`src/rtl/gpio_edge_irq_ctrl.sv`:
```
// GPIO event controller: synchronises and debounces NCH inputs, latches enabled
// rising/falling edges into W1C status flags and raises a level interrupt.
module gpio_edge_irq_ctrl #(
    parameter int NCH        = 8,
    parameter int DEBOUNCE_W = 16
) (
    input  logic                  clk,
    input  logic                  resetn,
    input  logic                  iomem_valid,
    output logic                  iomem_ready,
    input  logic [3:0]            iomem_wstrb,
    input  logic [31:0]           iomem_addr,
    input  logic [31:0]           iomem_wdata,
    output logic [31:0]           iomem_rdata,
    input  logic [NCH-1:0]        gpio_in,
    output logic                  irq
);

    localparam logic [2:0] A_RISE_EN  = 3'd0;
    localparam logic [2:0] A_FALL_EN  = 3'd1;
    localparam logic [2:0] A_STATUS   = 3'd2;
    localparam logic [2:0] A_DEBOUNCE = 3'd3;
    localparam logic [2:0] A_INPUT    = 3'd4;

    logic [NCH-1:0]        s1, s2, stable, stable_d;
    logic [NCH-1:0]        rise_en, fall_en, status;
    logic [DEBOUNCE_W-1:0] debounce;
    logic [DEBOUNCE_W-1:0] cnt [NCH];

    logic [2:0]   sel;
    logic         access, we;
    logic [31:0]  wmask, rd_mux, rise_wr, fall_wr, deb_wr;
    logic [NCH-1:0] rise, fall, evt, w1c_mask;
    logic         unused_bits;

    // Handshake: a request is taken on any edge where iomem_valid is high and
    // iomem_ready is low; iomem_ready then pulses for exactly one cycle with
    // iomem_rdata valid, and the master holds its request until that pulse.
    assign sel    = iomem_addr[4:2];
    assign access = iomem_valid && !iomem_ready;
    assign we     = access && (iomem_wstrb != 4'b0000);
    assign wmask  = {{8{iomem_wstrb[3]}}, {8{iomem_wstrb[2]}},
                     {8{iomem_wstrb[1]}}, {8{iomem_wstrb[0]}}};

    always_comb begin
        rise_wr = (32'(rise_en)  & ~wmask) | (iomem_wdata & wmask);
        fall_wr = (32'(fall_en)  & ~wmask) | (iomem_wdata & wmask);
        deb_wr  = (32'(debounce) & ~wmask) | (iomem_wdata & wmask);
    end

    always_comb begin
        w1c_mask = '0;
        if (we && sel == A_STATUS)
            w1c_mask = iomem_wdata[NCH-1:0] & wmask[NCH-1:0];
    end

    assign rise = stable & ~stable_d;
    assign fall = ~stable & stable_d;
    assign evt  = (rise & rise_en) | (fall & fall_en);
    assign irq  = |status;

    always_comb begin
        rd_mux = 32'h0;
        case (sel)
            A_RISE_EN:  rd_mux = 32'(rise_en);
            A_FALL_EN:  rd_mux = 32'(fall_en);
            A_STATUS:   rd_mux = 32'(status);
            A_DEBOUNCE: rd_mux = 32'(debounce);
            A_INPUT:    rd_mux = 32'(stable);
            default:    rd_mux = 32'h0;
        endcase
    end

    always_ff @(posedge clk or negedge resetn) begin
        if (!resetn) begin
            s1       <= '0;
            s2       <= '0;
            stable   <= '0;
            stable_d <= '0;
            for (int i = 0; i < NCH; i++) cnt[i] <= '0;
        end else begin
            s1       <= gpio_in;
            s2       <= s1;
            stable_d <= stable;
            for (int i = 0; i < NCH; i++) begin
                if (s2[i] == stable[i]) begin
                    cnt[i] <= '0;
                end else if (cnt[i] >= debounce) begin
                    stable[i] <= s2[i];
                    cnt[i]    <= '0;
                end else if (cnt[i] != '1) begin
                    cnt[i] <= cnt[i] + DEBOUNCE_W'(1);
                end
            end
        end
    end

    // A new event in the same cycle as a W1C keeps the bit set.
    always_ff @(posedge clk or negedge resetn) begin
        if (!resetn) begin
            status <= '0;
        end else begin
            status <= (status & ~w1c_mask) | evt;
        end
    end

    always_ff @(posedge clk or negedge resetn) begin
        if (!resetn) begin
            rise_en     <= '0;
            fall_en     <= '0;
            debounce    <= '0;
            iomem_ready <= 1'b0;
            iomem_rdata <= 32'h0;
        end else begin
            iomem_ready <= access;
            if (access)
                iomem_rdata <= rd_mux;
            if (we) begin
                case (sel)
                    A_RISE_EN:  rise_en  <= rise_wr[NCH-1:0];
                    A_FALL_EN:  fall_en  <= fall_wr[NCH-1:0];
                    A_DEBOUNCE: debounce <= deb_wr[DEBOUNCE_W-1:0];
                    default:    ;
                endcase
            end
        end
    end

    assign unused_bits = ^{iomem_addr, rise_wr, fall_wr, deb_wr};

endmodule

```
`config.mk`:
```
export PLATFORM = sky130hd
export DESIGN_NAME = gpio_edge_irq_ctrl
export DESIGN_NICKNAME = d
export VERILOG_FILES = /design/src/rtl/gpio_edge_irq_ctrl.sv
export SDC_FILE = /design/constraint.sdc
export NUM_CORES = 1
export LEC_CHECK = 0
export CORE_ASPECT_RATIO = 1.4
export CORE_UTILIZATION = 56
export DETAILED_ROUTE_END_ITERATION = 8
export PLACE_DENSITY = 0.78
export SYNTH_ARGS = -nofsm -noshare
export SYNTH_HDL_FRONTEND = slang
export SYNTH_SLANG_ARGS = --single-unit
```
`constraint.sdc`:
```
create_clock -name clk -period 2.4 [get_ports clk]
set_input_delay 0.6 -clock clk [delete_from_list [all_inputs] [get_ports clk]]
set_output_delay 0.6 -clock clk [all_outputs]
set_load 0.02 [all_outputs]
```
==> flow_metrics.py, run 1 <==
metrics = {
    "synth": {
        "syn-cell-area_um2": 13000,
        "async_flop_share": 1.00,
        "synth-seq-cells": 217,
        "ys_seq_area_frac": 0.416,
        "yosysUniqueCellTypes": 74,
        "synth-main-ff-cell": "dfrtp_1",
        "synth_edf_count": 0,
        "synth.avg_cell_area_um2": 9.97,
        "synthCells": 1308,
        "yosys_warnings": 0,
    },
    "critical_path": {
        "r2r_setup_slack_ns": -0.06,
        "cp_num_buf_inv": 1,
        "crit_slowest_cell": "or4_4",
        "crit_required_ns": 2.81,
        "critPathLaunchType": "flip-flop",
        "cp.arrival_ns": 2.88,
        "rr_endpoint": "stable[1]",
        "path_class": "reg2reg",
        "crit_fanout": 5,
        "crit_path_end_kind": "flip-flop",
        "critical_path.cell_chain": "clkinvlp_4, ha_1, and4_1, nand2b_1, or4_4, nand3_1, mux2_2",
        "cp_top_family": "simple AND/OR/NAND/NOR gates",
        "max_stage_delay_ns": 0.56,
        "rr_worst_depth": 7,
    },
    "floorplanning": {
        "core_area_um2": 22700,
        "fp-row-count": 65,
        "fp.dieH_um": 183,
        "die_w_um": 131,
        "pin_count": 113,
        "die-area_um2": 23900,
        "initial_core_util": 0.575,
    },
    "sta": {
        "max_freq_mhz": 406,
        "tightest_slew_ns": 0.652,
        "fin_tns_setup_ns": -0.202,
        "rsz0062_at_grt": "true",
        "worst_slew_margin_rel": 0.559,
        "hold_viol": 0,
        "period_minus_slack_ns": 2.46,
        "setup_slack_ns": -0.0624,
        "finalCritPeriodShare": 1.03,
        "finClkSkew_ns": 0.0201,
        "finalSetupViolCount": 8,
        "slew_viol_final": 0,
    },
    "power": {
        "seq_power_share": 0.389,
        "internal_power_mw": 7.53,
        "p_sw_mw": 3.17,
        "power_density_nw_per_um2": 684,
        "vdd_drop_max_mv": 0.600,
        "p_leak_nw": 7.24,
        "combPwrFrac": 0.236,
        "p_clk_frac": 0.375,
        "p_sw_frac": 0.296,
    },
    "final_layout": {
        "syn_to_final_growth_pct": 20.0,
        "n_antenna_cell": 0,
        "fin_nets": 1656,
        "fin_util": 0.690,
        "finalNonFillerCells": 1760,
        "regArea_um2": 5430,
        "multiInputGateArea_um2": 7540,
        "drive_gt1_frac": 0.156,
        "fillCellCount": 1656,
    },
    "placed_design": {
        "hpwl_um": 22600,
        "pre_cts_ws_ns": -0.130,
        "placed_cells": 1698,
        "gp_congestion": 0.875,
        "portBuffers": 49,
    },
    "clocking": {
        "cts_buffers": 24,
        "cts_tree": "done",
        "htreeDepth": 1,
        "cts_buffer_depth": 3,
        "clk_pin_slew_ns": 0.06,
        "cts-root-buf": "clkbuf_16",
        "cts_num_sinks": 217,
        "worst_skew_pair.late_latency_ns": 0.53,
    },
    "drt": {
        "drc": 0,
        "first_pass_iters": 5,
        "ant_nets": 0,
        "drt_iter0_markers": 668,
        "vias": 10704,
        "wl_per_cell_um": 18.6,
        "wirelength_um": 32700,
        "post_drt_via_cell_ratio": 6.08,
    },
    "outcome": {
        "status": "finished, violations left",
        "violations": "setup timing",
    },
    "grt": {
        "grt-ovfl-total": 0,
        "grt_pass1_wl_um": 52000,
        "grt_max_degree": 66,
        "grt_usage": 0.274,
        "grt_antenna_before_repair": 0,
        "first_global_vias": 10637,
    },
    "hold_path": {
        "hp-class": "reg2reg",
        "whs_endpoint": "s2[2]",
        "whs_path_depth": 0,
        "min_from": "s1[2]",
    },
    "run": {
        "cap_viol_max_count": 0,
    },
}
-- power groups by stage --
stage | clock (mW) | sequential [mW] | combinational (mW)
6_report | 4.01 | 4.16 | 2.53
5_1_grt | 4.22 | 4.19 | 2.75
4_1_cts | 4.07 | 4.15 | 2.31
3_5_place_dp | 0 | 4.21 | 2.25
3_3_place_gp | 0 | 4.19 | 2.14
2_1_floorplan | 0 | 4.18 | 1.24
-- kinds of logic (layout without fill, tap and decap cells) --
| kind of cell | Yosys count | after routing | synth area share |
|---|---|---|---|
| AOI/OAI and AO/OA | 245 | 245 | 0.125 |
| xor gates and xnor gates | 77 | 77 | 0.0517 |
| adders and majority gates | 136 | 136 | 0.130 |
| buffers and inverters | 77 | 213 | 0.0288 |
| DFF | 217 | 217 | 0.416 |
| muxes | 61 | 61 | 0.0500 |
| other | 1 | 16 | 0.000288 |
| and+or+nand+nor | 494 | 494 | 0.198 |
-- worst register-to-register path, delay by kind of cell (launching register included) --
family / cells / cell delay, ns
buffers and inverters: 1 / 0.25
and+or+nand+nor: 4 / 0.96
DFF: 1 / 0.43
muxes: 1 / 0.33
adders and majority gates: 1 / 0.39
-- cell type report --
cell class,instances,area share
Timing Repair Buffer,136,0.0829
Clock buffer,32,0.0448
Clock inverter,12,0.0112
Inverter,33,0.00863
Sequential cell,217,0.347
Multi-Input combinational cell,1029,0.482
Tap cell,301,0.0241
-- layout by cell type, fill, tap and decap left out, types with 30 or more instances in the layout --
master / n
mux2_2: 32
buf_4: 69
nand3_1: 54
nor2_1: 131
a21oi_1: 70
o21ai_0: 40
xnor2_1: 39
inv_1: 30
xor2_1: 38
dfrtp_1: 217
ha_1: 128
nand2_1: 106
nand4_1: 40
clkdlybuf4s50_1: 47
-- how the worst max path moves through the flow --
stage | endpoint | cells after the start
final | stable[1] | 7
after global routing | stable[1] | 7
after CTS | stable[3] | 7
after detailed placement | flip-flop | 6
after global placement | flip-flop | 6
after floorplan | stable[3] | 7
-- cells in the mapped netlist (5+ instances only) --
library cell  number  area, µm²
a2111oi_0          7       61.3
a211oi_1          22        165
a21o_1            17        128
a21oi_1           72        360
a22o_1            16        140
a31oi_1            7       43.8
a41oi_1            6       52.6
and2_1            11       68.8
and3_1            24        150
and4_1            19        166
buf_2             12       60.1
buf_4             17        128
clkbuf_1          13       48.8
dfrtp_1          217       5430
ha_1             136       1700
inv_1             33        124
mux2_2            33        372
mux2i_1           28        280
nand2_1          107        402
nand2b_1          16        100
nand3_1           56        280
nand4_1           40        250
nand4_2            7       87.6
nor2_1           132        495
nor3_1            34        170
nor4_1             6       37.5
o21a_1             8       60.1
o21ai_0           42        210
o22ai_1           16        100
or3_1              5       31.3
xnor2_1           39        342
xor2_1            38        333
-- per-stage QoR --
stage	hold WS, ns	total power, mW	instance area, µm²
floorplan	0.304	5.42	13100
global placement	0.332	6.33	14300
detailed placement	0.335	6.46	14300
CTS	0.349	10.5	15300
global route	0.363	11.2	15700
finish	0.351	10.7	15700
-- layer usage --
metal,GRT usage,share of wire,vias up
li1,-,-,5060
met1,0.340,0.41,5236
met2,0.477,0.50,318
met3,0.0337,0.050,90
met4,0.112,0.040,0
met5,0,0,-
-- timing repair --
item / 4_1_cts / 5_1_grt
pin swaps: 0 / 19
resized for setup: 5 / 50
setup endpoints to repair: 11 / 110
hold endpoints to repair: 31 / 0
buffers inserted: 7 / 10
hold buffers: 1 / 0
No activity file was read; power rests on OpenSTA's default activity.
==> run 2: changes to the inputs <==
--- a/config.mk
+++ b/config.mk
@@ -6,9 +6,11 @@
 export NUM_CORES = 1
 export LEC_CHECK = 0
 export CORE_ASPECT_RATIO = 1.4
+export CORE_MARGIN = 2
 export CORE_UTILIZATION = 56
 export DETAILED_ROUTE_END_ITERATION = 8
-export PLACE_DENSITY = 0.78
+export PLACE_DENSITY = 0.85
 export SYNTH_ARGS = -nofsm -noshare
 export SYNTH_HDL_FRONTEND = slang
 export SYNTH_SLANG_ARGS = --single-unit
+export TNS_END_PERCENT = 1
==> run 2 against run 1 <==
The flow still finishes with violations (setup timing); first-iteration DRC count up 35%; utilization is 2.0 points lower; sequential power barely moved; critical endpoint is now cnt[66]; largest cell class unchanged; largest power group unchanged.
==> flow_metrics.py, run 2 (synthesis gave the netlist of run 1 again) <==
metrics = {
    "grt": {
        "use_met3": 0.0393,
        "grt_antenna_before_repair": 0,
        "grt_max_degree": 58,
        "met1_usage": 0.315,
        "grt-ovfl-total": 0,
        "top_usage_layer": "met2",
        "grt_pass1_wl_um": 55300,
        "first_global_vias": 11250,
        "grt_util_met2": 0.484,
        "grt_usage": 0.276,
    },
    "sta": {
        "finalCritPeriodShare": 1.11,
        "finalSetupViolCount": 17,
        "slew_viol_final": 0,
        "tightest_slew_ns": 0.767,
        "fin_tns_setup_ns": -2.52,
        "finClkSkew_ns": 0.0108,
        "worst_slew_margin_rel": 0.487,
        "period_minus_slack_ns": 2.66,
        "max_freq_mhz": 376,
        "hold_viol": 0,
        "setup_slack_ns": -0.260,
        "rsz0062_at_grt": "true",
    },
    "critical_path": {
        "crit_path_end_kind": "flip-flop",
        "critical_path.cell_chain": "buf_12, ha_1, nand2b_1, a2111oi_1, or4_4, nand4_2, buf_12, a211oi_1",
        "path_class": "reg2reg",
        "rr_endpoint": "cnt[66]",
        "endpoint": "cnt[66]",
        "max_stage_delay_ns": 0.74,
        "crit_fanout": 16,
        "r2r_setup_slack_ns": -0.26,
        "crit_required_ns": 2.80,
        "path_common_cell": "buf_12",
        "crit_slowest_cell": "a2111oi_1",
        "rr_worst_depth": 8,
        "critPathLaunchType": "flip-flop",
        "cp.arrival_ns": 3.06,
    },
    "floorplanning": {
        "die_w_um": 133,
        "fp.dieH_um": 185,
        "die-area_um2": 24500,
        "initial_core_util": 0.566,
        "core_area_um2": 23000,
        "pin_count": 113,
        "fp-row-count": 66,
    },
    "drt": {
        "ant_nets": 0,
        "post_drt_via_cell_ratio": 6.27,
        "wl_per_cell_um": 19.6,
        "drc": 0,
        "wirelength_um": 34500,
        "drt_iter0_markers": 899,
        "vias": 11041,
        "first_pass_iters": 5,
    },
    "power": {
        "vdd_drop_max_mv": 0.550,
        "p_clk_frac": 0.338,
        "p_leak_nw": 7.14,
        "totalPowerFinal_mw": 10.2,
        "p_sw_mw": 3.14,
        "seq_power_share": 0.409,
        "combPwrFrac": 0.253,
        "internal_power_mw": 7.08,
        "p_sw_frac": 0.308,
        "power_density_nw_per_um2": 662,
    },
    "final_layout": {
        "fin_nets": 1655,
        "syn_to_final_growth_pct": 18.3,
        "final_cell_mix": "216 x dfrtp_1, 134 x ha_1, 132 x nor2_1",
        "final_common_cell": "dfrtp_1",
        "drive_gt1_frac": 0.145,
        "n_antenna_cell": 0,
    },
    "hold_path": {
        "hp-class": "reg2reg",
    },
    "clocking": {
        "cts_num_sinks": 217,
        "htreeDepth": 1,
        "cts_tree": "done",
        "cts-root-buf": "clkbuf_16",
        "worst_skew_pair.late_latency_ns": 0.51,
        "cts_buffers": 22,
        "clk_pin_slew_ns": 0.06,
        "cts_buffer_depth": 3,
    },
    "outcome": {
        "status": "finished, violations left",
        "violations": "setup timing",
    },
    "placed_design": {
        "portBuffers": 49,
        "gp_congestion": 0.895,
        "hpwl_um": 23700,
    },
    "run": {
        "cap_viol_max_count": 0,
    },
}
-- run 2: cell count changes in the layout (fill, tap and decap cells not counted), moves of 3 or more --
cell	change
inv_2	+3
ha_1	+6
bufinv_16	-3
nor3_1	+3
inv_1	-3
ha_4	-6
buf_12	+4
nor3_2	-3
clkbuf_1	+4
buf_6	-5
-- run 2: final cells by class --
class | count | area (µm²)
multi-input combinational | 1029 | 7440
inverter | 33 | 135
sequential | 217 | 5430
clock inverter | 7 | 62.6
clock buffer | 33 | 663
tap | 306 | 383
timing repair buffer | 137 | 1320
fill | 1516 | 7610
-- run 2: stage by stage --
step                      hold WS [ns]  utilization  std cells  setup slack, ns  instance area (µm²)
after floorplan                  0.304            -       1323            0.267                13100
after global placement           0.333        0.627       1714         0.000449                14400
after detailed placement         0.335        0.627       1714           -0.177                14400
after CTS                        0.348        0.661       1757          -0.0464                15200
after global routing             0.356        0.670       1762           -0.535                15400
final                            0.343        0.670       1762           -0.260                15400
-- run 2: how the worst min path moves through the flow --
| stage | start | to | slack [ns] | depth (start not counted) |
|---|---|---|---|---|
| 5_1_grt | s1[7] | s2[7] | 0.36 | 0 |
| 4_1_cts | s1[5] | s2[5] | 0.35 | 0 |
| 3_3_place_gp | s1[2] | s2[2] | 0.33 | 0 |
| 3_5_place_dp | s1[5] | s2[5] | 0.33 | 0 |
| 2_1_floorplan | resetn | asynchronous set/reset pin | 0.30 | 0 |
| 6_report | s1[2] | s2[2] | 0.34 | 0 |
-- run 2: critical path, delay by kind of cell (launching register included) --
kind | cells | cell delay, ns
adders and majority gates | 1 | 0.28
DFF | 1 | 0.41
AOI/OAI and AO/OA | 2 | 0.95
and+or+nand+nor | 3 | 0.57
buffers and inverters | 2 | 0.33
-- run 2: power by group through the flow --
stage          sequential (mW)  combinational [mW]  clock [mW]
3_3_place_gp              4.20                2.19           0
2_1_floorplan             4.18                1.24           0
6_report                  4.18                2.59        3.45
5_1_grt                   4.21                2.81        3.64
3_5_place_dp              4.22                2.32           0
4_1_cts                   4.16                2.40        3.49
-- run 2: metal layers --
layer | routed length [µm] | up-vias
li1 | - | 5042
met2 | 16800 | 465
met4 | 2520 | 0
met5 | 0 | -
met3 | 1990 | 170
met1 | 13200 | 5364
-- run 2: timing repair --
action | in CTS | in global routing
endpoints found under the setup margin | 32 | 92
pin swaps | 0 | 8
buffers inserted | 2 | 4
resized for setup | 7 | 32
cloned | 0 | 1
hold buffers | 1 | 0
endpoints found under the hold margin | 4 | 0
==> run 3: changes to the inputs <==
--- a/config.mk
+++ b/config.mk
@@ -10,6 +10,7 @@
 export CORE_UTILIZATION = 56
 export DETAILED_ROUTE_END_ITERATION = 8
 export PLACE_DENSITY = 0.85
+export SLEW_MARGIN = 20
 export SYNTH_ARGS = -nofsm -noshare
 export SYNTH_HDL_FRONTEND = slang
 export SYNTH_SLANG_ARGS = --single-unit
==> results of run 3 <==
The final DEF is identical to that of run 2; final timing and power are the same.
